File: config.mk
export PLATFORM = sky130hd
export DESIGN_NAME = branch_metric_scheduler
export DESIGN_NICKNAME = d
export VERILOG_FILES = /design/src/rtl/branch_metric_scheduler.sv
export SDC_FILE = /design/constraint.sdc
export NUM_CORES = 1
export LEC_CHECK = 0
export ABC_AREA = 1
export CAP_MARGIN = 25
export CORE_UTILIZATION = 53
export CTS_BUF_LIST = sky130_fd_sc_hd__clkbuf_2
export DETAILED_ROUTE_END_ITERATION = 16
export PLACE_DENSITY = 0.82
export SYNTH_ARGS = -nofsm -noshare
export SYNTH_HDL_FRONTEND = slang
export SYNTH_SLANG_ARGS = --single-unit
File: constraint.sdc
create_clock -name clk -period 2.3 [get_ports clk]
set_input_delay 0.46 -clock clk [delete_from_list [all_inputs] [get_ports clk]]
set_output_delay 0.46 -clock clk [all_outputs]
set_load 0.005 [all_outputs]
File: src/rtl/branch_metric_scheduler.sv
// rtl/branch_metric_scheduler.sv - time-multiplexes one hamming_distance unit over four codeword hypotheses per symbol
module branch_metric_scheduler #(
    parameter int FRAME_LEN = 16,
    parameter int CNT_W     = 8
) (
    input  logic             clk,
    input  logic             rst_n,
    input  logic             flush,
    input  logic             in_valid,
    output logic             in_ready,
    input  logic             in_sys,
    input  logic             in_parity,
    output logic             bmu_sys,
    output logic             bmu_parity,
    output logic [1:0]       bmu_codeword,
    input  logic [1:0]       bmu_errors,
    output logic             bm_valid,
    input  logic             bm_ready,
    output logic [7:0]       bm_out,
    output logic [1:0]       bm_min,
    output logic             bm_last,
    output logic [CNT_W-1:0] sym_cnt
);

    typedef enum logic [1:0] {IDLE, CALC, OUT} state_t;

    state_t           state_q, state_d;
    logic [1:0]       idx_q, idx_d;
    logic             sys_q, sys_d;
    logic             par_q, par_d;
    logic [7:0]       slots_q, slots_d;
    logic [1:0]       min_q, min_d;
    logic [CNT_W-1:0] cnt_q, cnt_d;
    logic             cnt_at_end;
    logic [1:0]       min4;

    function automatic logic [1:0] min2(input logic [1:0] a, input logic [1:0] b);
        return (a < b) ? a : b;
    endfunction

    assign cnt_at_end = (cnt_q == CNT_W'(FRAME_LEN - 1));
    // Slot 3 is still on the bus when the minimum is registered, so use it directly.
    assign min4 = min2(min2(slots_q[1:0], slots_q[3:2]), min2(slots_q[5:4], bmu_errors));

    assign in_ready     = (state_q == IDLE) && rst_n && !flush;
    assign bmu_sys      = sys_q;
    assign bmu_parity   = par_q;
    assign bmu_codeword = idx_q;
    assign bm_valid     = (state_q == OUT);
    assign bm_out       = slots_q;
    assign bm_min       = min_q;
    assign bm_last      = (state_q == OUT) && cnt_at_end;
    assign sym_cnt      = cnt_q;

    always_comb begin
        state_d = state_q;
        idx_d   = idx_q;
        sys_d   = sys_q;
        par_d   = par_q;
        slots_d = slots_q;
        min_d   = min_q;
        cnt_d   = cnt_q;
        if (flush) begin
            state_d = IDLE;
            idx_d   = 2'd0;
            slots_d = 8'h00;
            min_d   = 2'd0;
            cnt_d   = '0;
        end else begin
            unique case (state_q)
                IDLE: begin
                    if (in_valid && in_ready) begin
                        sys_d   = in_sys;
                        par_d   = in_parity;
                        idx_d   = 2'd0;
                        state_d = CALC;
                    end
                end
                CALC: begin
                    slots_d[{idx_q, 1'b0} +: 2] = bmu_errors;
                    idx_d = idx_q + 2'd1;
                    if (idx_q == 2'd3) begin
                        min_d   = min4;
                        state_d = OUT;
                    end
                end
                OUT: begin
                    if (bm_ready) begin
                        state_d = IDLE;
                        cnt_d   = cnt_at_end ? '0 : cnt_q + 1'b1;
                    end
                end
                default: state_d = IDLE;
            endcase
        end
    end

    always_ff @(posedge clk) begin
        if (!rst_n) begin
            state_q <= IDLE;
            idx_q   <= 2'd0;
            sys_q   <= 1'b0;
            par_q   <= 1'b0;
            slots_q <= 8'h00;
            min_q   <= 2'd0;
            cnt_q   <= '0;
        end else begin
            state_q <= state_d;
            idx_q   <= idx_d;
            sys_q   <= sys_d;
            par_q   <= par_d;
            slots_q <= slots_d;
            min_q   <= min_d;
            cnt_q   <= cnt_d;
        end
    end

endmodule

==> results.py, run 1 <==
metrics = {
    "run_status": {
        "status": "finished, final reports clean",
    },
    "placed_design": {
        "port_buffers": 33,
        "gp_congestion": 0.844,
        "dpl.hpwl_um": 2250,
        "placed_area_um2": 1660,
    },
    "finish": {
        "layout-drive-gt1-share_pct": 11.2,
        "diodes": 0,
        "fin_nets": 236,
        "final_area_um2": 1700,
        "syn2layout_area_growth_pct": 32.6,
        "post-route-util_pct": 75.9,
    },
    "critical_path": {
        "crit_buf_inv": 1,
        "crit_family": "buffers and inverters",
        "end_kind": "output pin",
        "worstPathRequired_ns": 1.84,
        "crit_fanout": 4,
        "cpPeakStageDelay_ns": 0.52,
        "crit_type": "reg2out",
        "start_kind": "flop",
        "path_cells": "ha_2, nand3_2, nor3_2, clkdlybuf4s50_1",
        "slowest_stage": "clkdlybuf4s50_1",
        "arrival_ns": 1.79,
    },
    "yosys": {
        "syn_area_um2": 1280,
        "synth_compound_area_share_pct": 12.8,
        "ys_ff_latch": 24,
        "synth_xor_area_share_pct": 0.685,
        "yosysSeqAreaShare_pct": 37.6,
        "syn_inst": 176,
        "synth_top_family_by_area": "simple AND/OR/NAND/NOR gates",
        "synth.area.mux_share_pct": 0,
        "syn_nets": 196,
        "yosysUniqueCellTypes": 21,
        "synth_fa_ha_area_share_pct": 10.8,
        "synth_warnings": 0,
        "syn_area_per_cell_um2": 7.27,
        "synth_simple_gate_area_share_pct": 29.4,
    },
    "drt": {
        "dr.pass1.iters": 5,
        "vias": 1287,
        "wl_um": 3050,
        "antenna_left": 0,
        "drc": 0,
        "vias_per_cell": 5.32,
        "drt-initial-drc-count": 31,
        "wl_per_cell_um": 12.6,
    },
    "global_route": {
        "grt_pass1_wl_um": 4730,
        "grt-ovfl-total": 0,
        "grt_pass1_vias": 1172,
        "antenna_found_initial": 0,
        "grt_max_degree": 13,
        "groute.usage.overall_pct": 24.2,
    },
    "timing": {
        "max_freq_ghz": 0.444,
        "maxSlewViolCount": 0,
        "holdWs_ns": 0.461,
        "finalSetupViolCount": 0,
        "final_hold_viol_count": 0,
        "slew_headroom_pct": 80.2,
        "finClkSkew_ns": 0.00346,
        "min_period_ns": 2.25,
        "fin_crit_sh_pct": 97.9,
        "worst_pin_slew_ns": 0.295,
    },
    "die": {
        "core-area_um2": 2230,
        "die_h_um": 51.1,
        "initial_core_util_pct": 57.3,
        "rows": 17,
        "die_area_um2": 2610,
        "die_w_um": 51.1,
        "io_pins": 34,
    },
    "power_and_ir_drop": {
        "p_leak_uw": 0.000676,
        "vdd.ir_drop.worst_uv": 390,
        "p_per_area_nw_per_um2": 373,
    },
    "clocking": {
        "clock_sink_count": 24,
        "cts_max_path_buffers": 2,
        "clk_latency_ns": 0.34,
        "cts_tree": "yes",
        "root_buffer": "clkbuf_2",
        "cts-htree-levels": 1,
        "cts_buffers": 3,
        "path_clk_slew_ns": 0.22,
        "hold_buffers": 0,
    },
    "worst_hold_path": {
        "hold_class": "reg2reg",
    },
    "flow_run": {
        "drv_cap": 0,
    },
}
[worst register-to-register path: cells and delay by family, from the launching register on]
kind	cells	cell delay (ns)
DFF	1	0.52
AOI/OAI and AO/OA	1	0.13
adders and majority gates	1	0.31
and+or+nand+nor	2	0.47
buffers and inverters	1	0.18
[state kept, by name, summed over array words and instances, names as in the netlist]
signal and count:
bmu_codeword 2, state_q 2, bm_out 8, bmu_sys 1
sym_cnt 8, bm_min 2, bmu_parity 1
[Yosys cell counts (all sizes together)]
master | number | area (µm²)
nand2 | 27 | 111
nand3 | 13 | 65.1
a21oi | 16 | 83.8
nand4 | 2 | 12.5
ha | 11 | 138
or2 | 3 | 18.8
o21ai | 16 | 80.1
nor3 | 7 | 35.0
inv | 29 | 109
nor2 | 26 | 133
clkbuf | 1 | 3.75
dfxtp | 24 | 480
xor2 | 1 | 8.76
[layer usage]
layer	track usage, %	up-vias	wire [µm]	part of all wire (%)
met4	11.6	0	54	1.8
met3	2.68	7	123	4.0
met1	27.4	589	1300	43
met5	0	-	0	0
li1	-	648	-	-
met2	44.3	43	1570	52
[final cells by class]
cell class,instances,area (µm²)
flip-flops and latches,24,483
clock buffers,3,15.0
inverters,29,109
multi-input cells,122,698
well taps,28,35.0
repair buffers,36,355
fillers,172,538
[layout by cell type (no fill, tap or decap), types with 3 or more instances in the layout]
| cell type | Yosys | layout |
|---|---|---|
| buf_4 | 0 | 3 |
| nand3_1 | 13 | 12 |
| clkdlybuf4s50_1 | 0 | 32 |
| nor2_1 | 20 | 20 |
| o21ai_0 | 15 | 15 |
| inv_1 | 27 | 27 |
| ha_1 | 11 | 10 |
| nor3_1 | 7 | 6 |
| nand2_1 | 25 | 25 |
| dfxtp_1 | 24 | 22 |
| a21oi_1 | 15 | 15 |
| nor2_4 | 4 | 4 |
| clkbuf_2 | 0 | 3 |
[per-stage QoR]
stage | setup WS (ns) | TNS (ns) | power (µW) | std cells
after floorplan | 0.913 | 0 | 450 | 176
after global placement | 0.0681 | 0 | 478 | 238
after detailed placement | 0.0225 | 0 | 480 | 238
after CTS | 0.0105 | 0 | 638 | 242
after global routing | -0.0284 | -0.0284 | 654 | 242
final | 0.0481 | 0 | 633 | 242
[repair_timing]
item / 4_1_cts / 5_1_grt
gates resized for setup: 2 / 4
setup endpoints to repair: 1 / 2
hold endpoints to repair: 0 / 0
setup buffers: 1 / 0
[worst paths after layout]
| kind | from | end | slack, ns | cells after the start |
|---|---|---|---|---|
| max | sym_cnt[1]$_SDFFE_PP0P_ | bm_last | 0.05 | 4 |
| max reg2reg | bmu_codeword[0]$_SDFFE_PP0P_ | bm_out[6]$_SDFFE_PP0P_ | 0.64 | 5 |
| min reg2reg | bmu_sys$_SDFFE_PN0P_ | bmu_sys$_SDFFE_PN0P_ | 0.46 | 2 |
| min | bmu_sys$_SDFFE_PN0P_ | bmu_sys$_SDFFE_PN0P_ | 0.46 | 2 |
[report_power, final]
group	internal, µW	total [µW]	switching, µW
registers	419	421	1.73
clock network	35.5	161	126
logic	25.6	50.6	25.0
total	481	633	152
[cells by family after synthesis]
family	Yosys count
adder cells (fa/ha/maj)	11
AO/OA/AOI/OAI	32
flip-flops	24
buffers and inverters	30
AND/OR/NAND/NOR	78
XOR/XNOR	1
Power figures use the tool's default switching activity.
==> run 2: changes to the inputs <==
--- a/config.mk
+++ b/config.mk
@@ -10,6 +10,7 @@
 export CORE_UTILIZATION = 53
 export CTS_BUF_LIST = sky130_fd_sc_hd__clkbuf_2
 export DETAILED_ROUTE_END_ITERATION = 16
+export GPL_ROUTABILITY_DRIVEN = 1
 export PLACE_DENSITY = 0.82
 export SYNTH_ARGS = -nofsm -noshare
 export SYNTH_HDL_FRONTEND = slang
==> results of run 2 <==
Same layout as run 1: the final DEF is identical, and so are final timing and power.
==> run 3: changes to the inputs <==
--- a/config.mk
+++ b/config.mk
@@ -11,6 +11,7 @@
 export CTS_BUF_LIST = sky130_fd_sc_hd__clkbuf_2
 export DETAILED_ROUTE_END_ITERATION = 16
 export GPL_ROUTABILITY_DRIVEN = 1
+export GPL_TIMING_DRIVEN = 0
 export PLACE_DENSITY = 0.82
 export SYNTH_ARGS = -nofsm -noshare
 export SYNTH_HDL_FRONTEND = slang
==> results.py, run 3 (synthesized netlist as in run 1, its figures left out) <==
metrics = {
    "timing": {
        "max_freq_ghz": 0.451,
        "worst_pin_slew_ns": 0.447,
        "tns_ns": 0,
        "finClkSkew_ns": 0.00694,
        "min_period_ns": 2.21,
        "slew_headroom_pct": 70.2,
        "finalSetupViolCount": 0,
        "final_hold_viol_count": 0,
        "fin_crit_sh_pct": 96.3,
        "maxSlewViolCount": 0,
    },
    "critical_path": {
        "cpPeakStageDelay_ns": 0.53,
        "arrival_ns": 1.75,
        "crit_type": "reg2out",
        "worstPathRequired_ns": 1.84,
        "crit_fanout": 4,
        "reg2reg_depth": 6,
        "start_kind": "flop",
        "end_kind": "output pin",
        "r2r_end": "bm_out[5]$_SDFFE_PP0P_",
        "path_cells": "ha_1, nand3_2, nor3_2, clkdlybuf4s50_1",
        "r2r_start": "bmu_codeword[0]$_SDFFE_PP0P_",
        "r2r_slack_ns": 0.66,
        "slowest_stage": "clkdlybuf4s50_1",
    },
    "drt": {
        "vias": 1259,
        "dr.pass1.iters": 4,
        "wl_per_cell_um": 11.8,
        "vias_per_cell": 5.18,
        "drt-initial-drc-count": 33,
        "antenna_left": 0,
        "drc": 0,
        "wl_um": 2860,
    },
    "global_route": {
        "grt_pass1_vias": 1111,
        "groute.usage.overall_pct": 23.3,
        "grt_max_degree": 13,
        "grt_pass1_wl_um": 4570,
        "grt-ovfl-total": 0,
        "antenna_found_initial": 0,
    },
    "power_and_ir_drop": {
        "p_leak_uw": 0.000671,
        "p_switching_uw": 145,
        "seq_power_share_pct": 67.5,
        "sw_frac_of_total_pct": 23.2,
        "share_clk_of_total_power_pct": 24.6,
        "p_int_uw": 479,
        "comb_power_share_pct": 7.9,
        "vdd.ir_drop.worst_uv": 304,
        "p_per_area_nw_per_um2": 369,
    },
    "clocking": {
        "cts_max_path_buffers": 2,
        "cts_tree": "yes",
        "path_clk_slew_ns": 0.20,
        "clock_sink_count": 24,
        "cts-htree-levels": 1,
        "cts_buffers": 3,
        "root_buffer": "clkbuf_2",
        "clk_latency_ns": 0.33,
    },
    "finish": {
        "final_common_cell": "clkdlybuf4s50_1",
        "post-route-util_pct": 75.8,
        "final_cell_count_no_fill": 243,
        "layout-drive-gt1-share_pct": 10.7,
        "diodes": 0,
        "final_area_um2": 1690,
        "syn2layout_area_growth_pct": 32.4,
        "layout.cells.most_common_list": "clkdlybuf4s50_1 (32), inv_1 (27), nand2_1 (25)",
        "fin_nets": 237,
    },
    "run_status": {
        "status": "finished, final reports clean",
    },
    "placed_design": {
        "placed_area_um2": 1640,
        "dp.cells": 237,
        "port_buffers": 33,
        "dpl.hpwl_um": 2150,
        "gp_congestion": 0.845,
    },
    "die": {
        "die_w_um": 51.1,
        "die_area_um2": 2610,
        "die_h_um": 51.1,
        "core-area_um2": 2230,
        "io_pins": 34,
        "rows": 17,
        "initial_core_util_pct": 57.3,
    },
    "worst_hold_path": {
        "hold_depth": 2,
        "hold_class": "reg2reg",
        "min_to": "bmu_parity$_SDFFE_PN0P_",
        "hp-start": "bmu_parity$_SDFFE_PN0P_",
    },
    "flow_run": {
        "drv_cap": 0,
    },
}
## run 3: changes by cell type in the layout (fill, tap and decap cells not counted), sizes merged
cell,change
clkbuf,+1
dlygate4sd2,+1
dlymetal6s2s,-1
## run 3: final cells by class
type	count	area, µm²
Multi-Input combinational cell	122	696
Sequential cell	24	483
Tap cell	28	35.0
Inverter	29	109
Timing Repair Buffer	36	352
Fill cell	184	541
Buffer	1	3.75
Clock buffer	3	15.0
## run 3: how the worst max path moves through the flow
stage,start,endpoint,depth (start not counted)
floorplan,sym_cnt[0]$_SDFFE_PP0P_,bm_last,3
global placement,rst_n,in_ready,6
detailed placement,rst_n,in_ready,6
CTS,sym_cnt[0]$_SDFFE_PP0P_,bm_last,4
global route,sym_cnt[0]$_SDFFE_PP0P_,bm_last,4
finish,sym_cnt[0]$_SDFFE_PP0P_,bm_last,4
## run 3: worst max-delay path, delay by kind of cell, from the launching register on
kind	cells	cell delay (ns)
buffers and inverters	1	0.53
flip-flops	1	0.40
AND/OR/NAND/NOR	2	0.31
adder cells (fa/ha/maj)	1	0.19
## run 3: routing by layer
layer | global-route usage [%] | up-vias | part of all wire [%]
li1 | - | 643 | -
met1 | 27.8 | 573 | 43
met2 | 42.3 | 39 | 50
met3 | 2.98 | 4 | 5.2
met4 | 8.33 | 0 | 1.0
met5 | 0 | - | 0
## run 3: per-stage QoR
stage	hold WS [ns]	total power, µW	setup WS, ns
floorplan	0.440	450	0.913
global placement	0.431	476	-0.162
detailed placement	0.442	477	-0.183
CTS	0.466	631	0.0135
global route	0.490	648	-0.00532
finish	0.463	624	0.0851
## run 3: power groups by stage
| stage | Sequential (µW) | Clock, µW | Combinational, µW |
|---|---|---|---|
| after floorplan | 429 | 0 | 20.3 |
| after global placement | 429 | 0 | 46.8 |
| after detailed placement | 429 | 0 | 47.8 |
| after CTS | 421 | 161 | 48.9 |
| after global routing | 422 | 172 | 54.0 |
| final | 421 | 154 | 49.0 |
## run 3: repair_timing
action / CTS / global route
hold buffers: 0 / 0
pin swaps: 1 / 1
resized for setup: 4 / 1
setup endpoints to repair: 2 / 1
setup buffers: 1 / 2
